--- src/rtl/btn_input_pkg.sv ---
// Shared types and constants for the pushbutton input block.
`timescale 1ns/1ps
package btn_input_pkg;

    // Debounce FSM states, one instance per button.
    typedef enum logic [1:0] {
        S_LOW,
        S_WAIT_HIGH,
        S_HIGH,
        S_WAIT_LOW
    } btn_db_state_t;

    // Register offsets relative to BASE_ADDR.
    localparam logic [7:0] REG_LEVEL  = 8'd0;
    localparam logic [7:0] REG_STICKY = 8'd1;
    localparam logic [7:0] REG_MASK   = 8'd2;
    localparam logic [7:0] REG_COUNT  = 8'd3;

    // Stable-cycle compare points: 10 ms at 100 MHz, and a short one for simulation.
    localparam logic [25:0] DEBOUNCE_CNT_HW  = 26'd999999;
    localparam logic [25:0] DEBOUNCE_CNT_SIM = 26'd4;

endpackage

--- src/rtl/btn_input_ctrl_if.sv ---
// Simple register-port bus between the processor and the button block.
`timescale 1ns/1ps
interface btn_input_ctrl_if;
    logic [7:0] BUS_ADDR;
    logic       BUS_RD;
    logic       BUS_WE;
    logic [7:0] BUS_WDATA;
    logic [7:0] BUS_RDATA;
    logic       BUS_RVALID;

    modport master (
        output BUS_ADDR, BUS_RD, BUS_WE, BUS_WDATA,
        input  BUS_RDATA, BUS_RVALID
    );

    modport slave (
        input  BUS_ADDR, BUS_RD, BUS_WE, BUS_WDATA,
        output BUS_RDATA, BUS_RVALID
    );
endinterface

--- src/rtl/btn_debounce.sv ---
// One button: 2-flop synchroniser, debounce FSM with stability counter,
// registered level and one-cycle press pulse.
`timescale 1ns/1ps
module btn_debounce
    import btn_input_pkg::*;
#(
    parameter logic [25:0] DEBOUNCE_CNT = DEBOUNCE_CNT_HW
) (
    input  logic clk_sys,
    input  logic rst_n,
    input  logic btn_i,
    output logic level_o,
    output logic press_o
);

    logic          sync1_q;
    logic          sync2_q;
    btn_db_state_t state_q;
    logic [25:0]   cnt_q;
    logic          level_q;
    logic          press_q;

    // Synchronise the raw level, then run the debounce FSM on the synchronised copy.
    // The counter only advances while below the compare point, so it never wraps.
    always_ff @(posedge clk_sys or negedge rst_n) begin
        if (!rst_n) begin
            sync1_q <= 1'b0;
            sync2_q <= 1'b0;
            state_q <= S_LOW;
            cnt_q   <= '0;
            level_q <= 1'b0;
            press_q <= 1'b0;
        end else begin
            sync1_q <= btn_i;
            sync2_q <= sync1_q;
            press_q <= 1'b0;
            case (state_q)
                S_LOW: begin
                    if (sync2_q) begin
                        state_q <= S_WAIT_HIGH;
                        cnt_q   <= '0;
                    end
                end
                S_WAIT_HIGH: begin
                    if (!sync2_q) begin
                        state_q <= S_LOW;
                    end else if (cnt_q == DEBOUNCE_CNT) begin
                        state_q <= S_HIGH;
                        level_q <= 1'b1;
                        press_q <= 1'b1;
                    end else begin
                        cnt_q <= cnt_q + 26'd1;
                    end
                end
                S_HIGH: begin
                    if (!sync2_q) begin
                        state_q <= S_WAIT_LOW;
                        cnt_q   <= '0;
                    end
                end
                S_WAIT_LOW: begin
                    if (sync2_q) begin
                        state_q <= S_HIGH;
                    end else if (cnt_q == DEBOUNCE_CNT) begin
                        state_q <= S_LOW;
                        level_q <= 1'b0;
                    end else begin
                        cnt_q <= cnt_q + 26'd1;
                    end
                end
                default: state_q <= S_LOW;
            endcase
        end
    end

    assign level_o = level_q;
    assign press_o = press_q;

endmodule

--- src/rtl/btn_input_ctrl.sv ---
// Pushbutton input block: per-button debouncers plus the LEVEL/STICKY/MASK
// register set, bus read/write decode and the masked press interrupt.
`timescale 1ns/1ps
module btn_input_ctrl
    import btn_input_pkg::*;
#(
    parameter int          NUM_BTN      = 4,
    parameter logic [25:0] DEBOUNCE_CNT = DEBOUNCE_CNT_HW,
    parameter logic [7:0]  BASE_ADDR    = 8'hC0
) (
    input  logic               clk_sys,
    input  logic               rst_n,
    input  logic [NUM_BTN-1:0] BTN_IN,
    btn_input_ctrl_if.slave    bus,
    output logic [NUM_BTN-1:0] BTN_LEVEL,
    output logic [NUM_BTN-1:0] BTN_PRESS,
    output logic               IRQ
);

    logic [NUM_BTN-1:0] level_w;
    logic [NUM_BTN-1:0] press_w;

    for (genvar gi = 0; gi < NUM_BTN; gi++) begin : g_btn
        btn_debounce #(
            .DEBOUNCE_CNT (DEBOUNCE_CNT)
        ) u_db (
            .clk_sys (clk_sys),
            .rst_n   (rst_n),
            .btn_i   (BTN_IN[gi]),
            .level_o (level_w[gi]),
            .press_o (press_w[gi])
        );
    end

    // Address decode: the offset wraps in 8 bits, so anything outside +0..+2 misses.
    logic [7:0] offset_w;
    logic       rd_hit_w;
    logic       rd_sticky_w;
    logic       we_mask_w;

    assign offset_w    = bus.BUS_ADDR - BASE_ADDR;
    assign rd_hit_w    = bus.BUS_RD && (offset_w < REG_COUNT);
    assign rd_sticky_w = bus.BUS_RD && (offset_w == REG_STICKY);
    assign we_mask_w   = bus.BUS_WE && (offset_w == REG_MASK);

    logic [NUM_BTN-1:0] sticky_q, sticky_d;
    logic [NUM_BTN-1:0] mask_q, mask_d;
    logic [7:0]         rdata_q, rd_mux_d;
    logic               rvalid_q;
    logic               irq_q;

    // Read mux and next-state for sticky/mask; a press in the clearing cycle survives.
    always_comb begin
        rd_mux_d = '0;
        case (offset_w)
            REG_LEVEL:  rd_mux_d[NUM_BTN-1:0] = level_w;
            REG_STICKY: rd_mux_d[NUM_BTN-1:0] = sticky_q;
            REG_MASK:   rd_mux_d[NUM_BTN-1:0] = mask_q;
            default:    rd_mux_d = '0;
        endcase
        sticky_d = (sticky_q & ~(rd_sticky_w ? sticky_q : '0)) | press_w;
        mask_d   = we_mask_w ? bus.BUS_WDATA[NUM_BTN-1:0] : mask_q;
    end

    // Register file, read response and interrupt.
    always_ff @(posedge clk_sys or negedge rst_n) begin
        if (!rst_n) begin
            sticky_q <= '0;
            mask_q   <= '0;
            rdata_q  <= '0;
            rvalid_q <= 1'b0;
            irq_q    <= 1'b0;
        end else begin
            sticky_q <= sticky_d;
            mask_q   <= mask_d;
            rvalid_q <= rd_hit_w;
            if (rd_hit_w) begin
                rdata_q <= rd_mux_d;
            end
            irq_q <= |(sticky_q & mask_q);
        end
    end

    // Upper write-data bits have no storage behind them when NUM_BTN < 8.
    logic unused_wdata;
    assign unused_wdata = ^bus.BUS_WDATA;

    assign bus.BUS_RDATA  = rdata_q;
    assign bus.BUS_RVALID = rvalid_q;
    assign BTN_LEVEL      = level_w;
    assign BTN_PRESS      = press_w;
    assign IRQ            = irq_q;

endmodule

--- src/flat_wrapper.sv ---
// flat-port wrapper written by rule: the top's interface ports become plain ports
module btn_input_ctrl_flat import btn_input_pkg::*;
#(
    parameter int          NUM_BTN      = 4,
    parameter logic [25:0] DEBOUNCE_CNT = DEBOUNCE_CNT_HW,
    parameter logic [7:0]  BASE_ADDR    = 8'hC0
)
  (clk_sys, rst_n, BTN_IN, BTN_LEVEL, BTN_PRESS, IRQ, bus_BUS_ADDR, bus_BUS_RD, bus_BUS_WE, bus_BUS_WDATA, bus_BUS_RDATA, bus_BUS_RVALID);
  btn_input_ctrl_if bus_i ();
  input  logic clk_sys;
  input  logic rst_n;
  input  logic [NUM_BTN-1:0] BTN_IN;
  output logic [NUM_BTN-1:0] BTN_LEVEL;
  output logic [NUM_BTN-1:0] BTN_PRESS;
  output logic IRQ;
  input wire logic [$bits(bus_i.BUS_ADDR)-1:0] bus_BUS_ADDR;
  input wire logic [$bits(bus_i.BUS_RD)-1:0] bus_BUS_RD;
  input wire logic [$bits(bus_i.BUS_WE)-1:0] bus_BUS_WE;
  input wire logic [$bits(bus_i.BUS_WDATA)-1:0] bus_BUS_WDATA;
  output wire logic [$bits(bus_i.BUS_RDATA)-1:0] bus_BUS_RDATA;
  output wire logic [$bits(bus_i.BUS_RVALID)-1:0] bus_BUS_RVALID;
  assign bus_i.BUS_ADDR = bus_BUS_ADDR;
  assign bus_i.BUS_RD = bus_BUS_RD;
  assign bus_i.BUS_WE = bus_BUS_WE;
  assign bus_i.BUS_WDATA = bus_BUS_WDATA;
  assign bus_BUS_RDATA = bus_i.BUS_RDATA;
  assign bus_BUS_RVALID = bus_i.BUS_RVALID;
  btn_input_ctrl #(.NUM_BTN(NUM_BTN), .DEBOUNCE_CNT(DEBOUNCE_CNT), .BASE_ADDR(BASE_ADDR)) u_core (.clk_sys(clk_sys), .rst_n(rst_n), .BTN_IN(BTN_IN), .bus(bus_i), .BTN_LEVEL(BTN_LEVEL), .BTN_PRESS(BTN_PRESS), .IRQ(IRQ));
endmodule
--- config.mk ---
export PLATFORM = sky130hd
export DESIGN_NAME = btn_input_ctrl_flat
export DESIGN_NICKNAME = d
export VERILOG_FILES = /design/src/rtl/btn_input_pkg.sv /design/src/rtl/btn_input_ctrl_if.sv /design/src/rtl/btn_debounce.sv /design/src/rtl/btn_input_ctrl.sv /design/src/flat_wrapper.sv
export SDC_FILE = /design/constraint.sdc
export NUM_CORES = 1
export LEC_CHECK = 0
export ABC_AREA = 1
export CAP_MARGIN = 5
export CORE_MARGIN = 2
export CORE_UTILIZATION = 55
export DETAILED_ROUTE_END_ITERATION = 8
export GPL_TIMING_DRIVEN = 0
export PLACE_DENSITY = 0.81
export SYNTH_ARGS = -nofsm -noshare
export SYNTH_HDL_FRONTEND = slang
export SYNTH_SLANG_ARGS = --single-unit
--- constraint.sdc ---
create_clock -name clk_sys -period 1.6 [get_ports clk_sys]
set_input_delay 0.32 -clock clk_sys [delete_from_list [all_inputs] [get_ports clk_sys]]
set_output_delay 0.32 -clock clk_sys [all_outputs]
set_load 0.01 [all_outputs]
==> impl_metrics.yaml <==
status:
  status: "finished, violations left"
  violations: "negative setup slack"
clock_tree:
  cts_root_buffer: "clkbuf_16"
  insertion_delay_ps: 440
  clock-sinks: 142
  tritoncts: "built"
  htree_levels: 4
  cts_buffer_depth: 2
  clk_pin_slew_ps: 60
  cts_buffers: 17
worst_setup_path:
  slowest_delay_ps: 400
  cp_data_required_time_ps: 1960
  critPathSlowestCell: "dfrtp_1"
  crit_type: "flop to flop"
  critPathTopFamily: "simple AND/OR/NAND/NOR gates"
  critPathLaunchType: "flop"
  crit_fanout: 5
  cp_cell_sequence: "ha_4 -> nand2_4 -> nor2_4 -> nand2_2 -> nor2_4 -> nand2_2 -> nand2_2 -> buf_6 -> buf_8 -> nand2_1 -> o21ai_2"
  path_buf_inv: 2
  worstSetupEndpointType: "flop"
  arrival_ps: 2080
  crit_path_frequent_cell: "nand2_2"
global_route:
  grt_pass1_vias: 8687
  grtUsageTotal: 0.293
  grt_pass1_wl_mm: 41.2
  overflow: 0
  antenna_found_initial: 0
  grt_max_degree: 100
placed_design:
  placedCellCount: 1582
  place_area_um2: 9600
  portBuffers: 33
  dpl.hpwl_mm: 15.9
  place_congestion: 0.974
min_path:
  hp-class: "primary input to flop"
timing:
  max_freq_mhz: 584
  drv_slew: 0
  timing.hold.ws_ps: 311
  finalCriticalPeriod_ps: 1710
  rsz0062_at_grt: "true"
  finalCritPeriodShare: 1.07
  clock_skew_ps: 6.85
  fin_ws_ps: -114
  tightest_slew_ps: 601
  finalHoldViolations: 0
  relSlewSlack: 0.599
  setup_viol: 76
synth:
  ys_types: 35
  ys_ff_latch: 142
  synth_area_um2: 8930
  syn_area_per_cell_um2: 6.72
  synth_seq_area_share: 0.398
  synth.largest_area_cell: "dfrtp_1"
  synth_most_common_cell: "nand2_1"
  synth_top_cells_by_area: "dfrtp_1, nand2_1, nor2_1, nand3_1, inv_1"
  netlist.area_leader.share: 0.398
  synth_edf_count: 0
  synthArstFlopShare: 1.00
  synth_top_flop_cell: "dfrtp_1"
  synth_cells: 1329
  synth_warnings: 0
  synthTopCellsByCount: "nand2_1, nor2_1, dfrtp_1, nand3_1, inv_1"
pwr:
  ir_drop_mv: 1.07
  p_leak_nw: 5.65
  power_mw: 8.91
  power.density_nw_per_um2: 726
final_layout:
  syn_to_final_growth_pct: 37.3
  diodes: 0
  utilization: 0.772
  postLayoutCellArea_um2: 12300
  layout-drive-gt1-share: 0.305
  nNetsFinal: 1522
  nFillCells: 1100
  fin_cells: 1723
detailed_routing:
  first_pass_iters: 6
  vias: 9729
  drc: 0
  wl_per_cell_um: 16.2
  ant_nets: 0
  drt_iter0_markers: 989
  drt-total-wl_mm: 27.8
  drt-vias-per-instance: 5.65
floorplan:
  io_pins: 42
  die_height_um: 131
  dieWidth_um: 131
  row_count: 46
  dieArea_um2: 17300
  core-area_um2: 15900
  start_util: 0.562
run:
  max_cap_violations: 0
==> path summary, 6_finish.rpt <==
check | startpoint | end | slack [ps] | cells after the start
worst max-delay path | u_core.g_btn[1].u_db.cnt_q[0] | u_core.g_btn[1].u_db.cnt_q[1] | -110 | 11
worst min-delay path | BTN_IN[3] | u_core.g_btn[3].u_db.sync1_q | 310 | 1
worst max register to register | u_core.g_btn[1].u_db.cnt_q[0] | u_core.g_btn[1].u_db.cnt_q[1] | -110 | 11
worst min register to register | u_core.g_btn[1].u_db.sync1_q | u_core.g_btn[1].u_db.sync2_q | 340 | 0
max in group asynchronous | rst_n | u_core.g_btn[3].u_db.cnt_q[2] | 370 | 3
min in group asynchronous | rst_n | u_core.g_btn[2].u_db.cnt_q[1] | 380 | 2
==> state kept, by name, summed over array words and instances (netlist names), named ones only <==
| name | count |
|---|---|
| u_core.bus.BUS_RDATA | 4 |
| u_core.sticky_q | 4 |
| u_core.g_btn.u_db.press_o | 4 |
| u_core.g_btn.u_db.state_q | 4 |
| u_core.g_btn.u_db.sync1_q | 4 |
| u_core.g_btn.u_db.level_o | 4 |
| u_core.bus.BUS_RVALID | 1 |
| u_core.g_btn.u_db.cnt_q | 104 |
| u_core.g_btn.u_db.sync2_q | 4 |
| u_core.mask_q | 4 |
| u_core.IRQ | 1 |
==> layout make-up <==
class / instances / area [µm²] / share of cell area
Tap cell: 216 / 270 / 0.0220
Sequential cell: 142 / 3620 / 0.295
Timing Repair Buffer: 143 / 1390 / 0.113
Clock buffer: 17 / 425 / 0.0347
Inverter: 117 / 455 / 0.0371
Buffer: 40 / 398 / 0.0324
Clock inverter: 15 / 196 / 0.0160
Multi-Input combinational cell: 1033 / 5510 / 0.450
==> through the flow <==
| step | setup TNS (ps) | setup slack [ps] |
|---|---|---|
| CTS | -200 | -27.4 |
| finish | -3030 | -114 |
| detailed placement | -30330 | -581 |
| global route | -9420 | -159 |
| floorplan | -417 | -48.7 |
| global placement | -814070 | -5570 |
==> placed cells by master (no fill, tap or decap), types with 23 or more instances in the layout <==
cell and instances:
buf_4 92, buf_6 26, dfrtp_1 90, dfrtp_2 52
inv_1 97, nand2_1 389, nand2_2 72, nand3_1 114
nand4_1 37, nor2_1 164, nor2_2 37, nor2_4 23
o21ai_0 24, o21ai_2 23, xor2_1 37
==> metal layers <==
| metal | wire length [µm] | up-vias | global-route usage |
|---|---|---|---|
| met5 | 0 | - | 0 |
| met4 | 1140 | 0 | 0.114 |
| met3 | 1760 | 112 | 0.0575 |
| met2 | 13600 | 433 | 0.487 |
| met1 | 11400 | 4631 | 0.378 |
| li1 | - | 4553 | - |
==> cells by family after synthesis <==
logic type,synth area share
and+or+nand+nor,0.421
buffers and inverters,0.0798
DFF,0.398
AOI/OAI and AO/OA,0.0514
xor gates and xnor gates,0.0441
adders and majority gates,0.00560
other,0.000420
==> power breakdown <==
part	internal [mW]	leakage (nW)	switching [mW]	total (mW)
Clock	2.60	0.295	1.67	4.27
Sequential	3.68	1.84	0.0862	3.76
Combinational	0.397	3.52	0.485	0.882
==> timing repair <==
| item | 4_1_cts | 5_1_grt |
|---|---|---|
| hold endpoints to repair | 43 | 0 |
| buffers inserted | 57 | 39 |
| gates resized for setup | 136 | 295 |
| hold buffers | 1 | 0 |
| endpoints found under the setup margin | 130 | 122 |
| pin swaps | 30 | 55 |
| cloned | 4 | 8 |
Power figures use the tool's default switching activity.
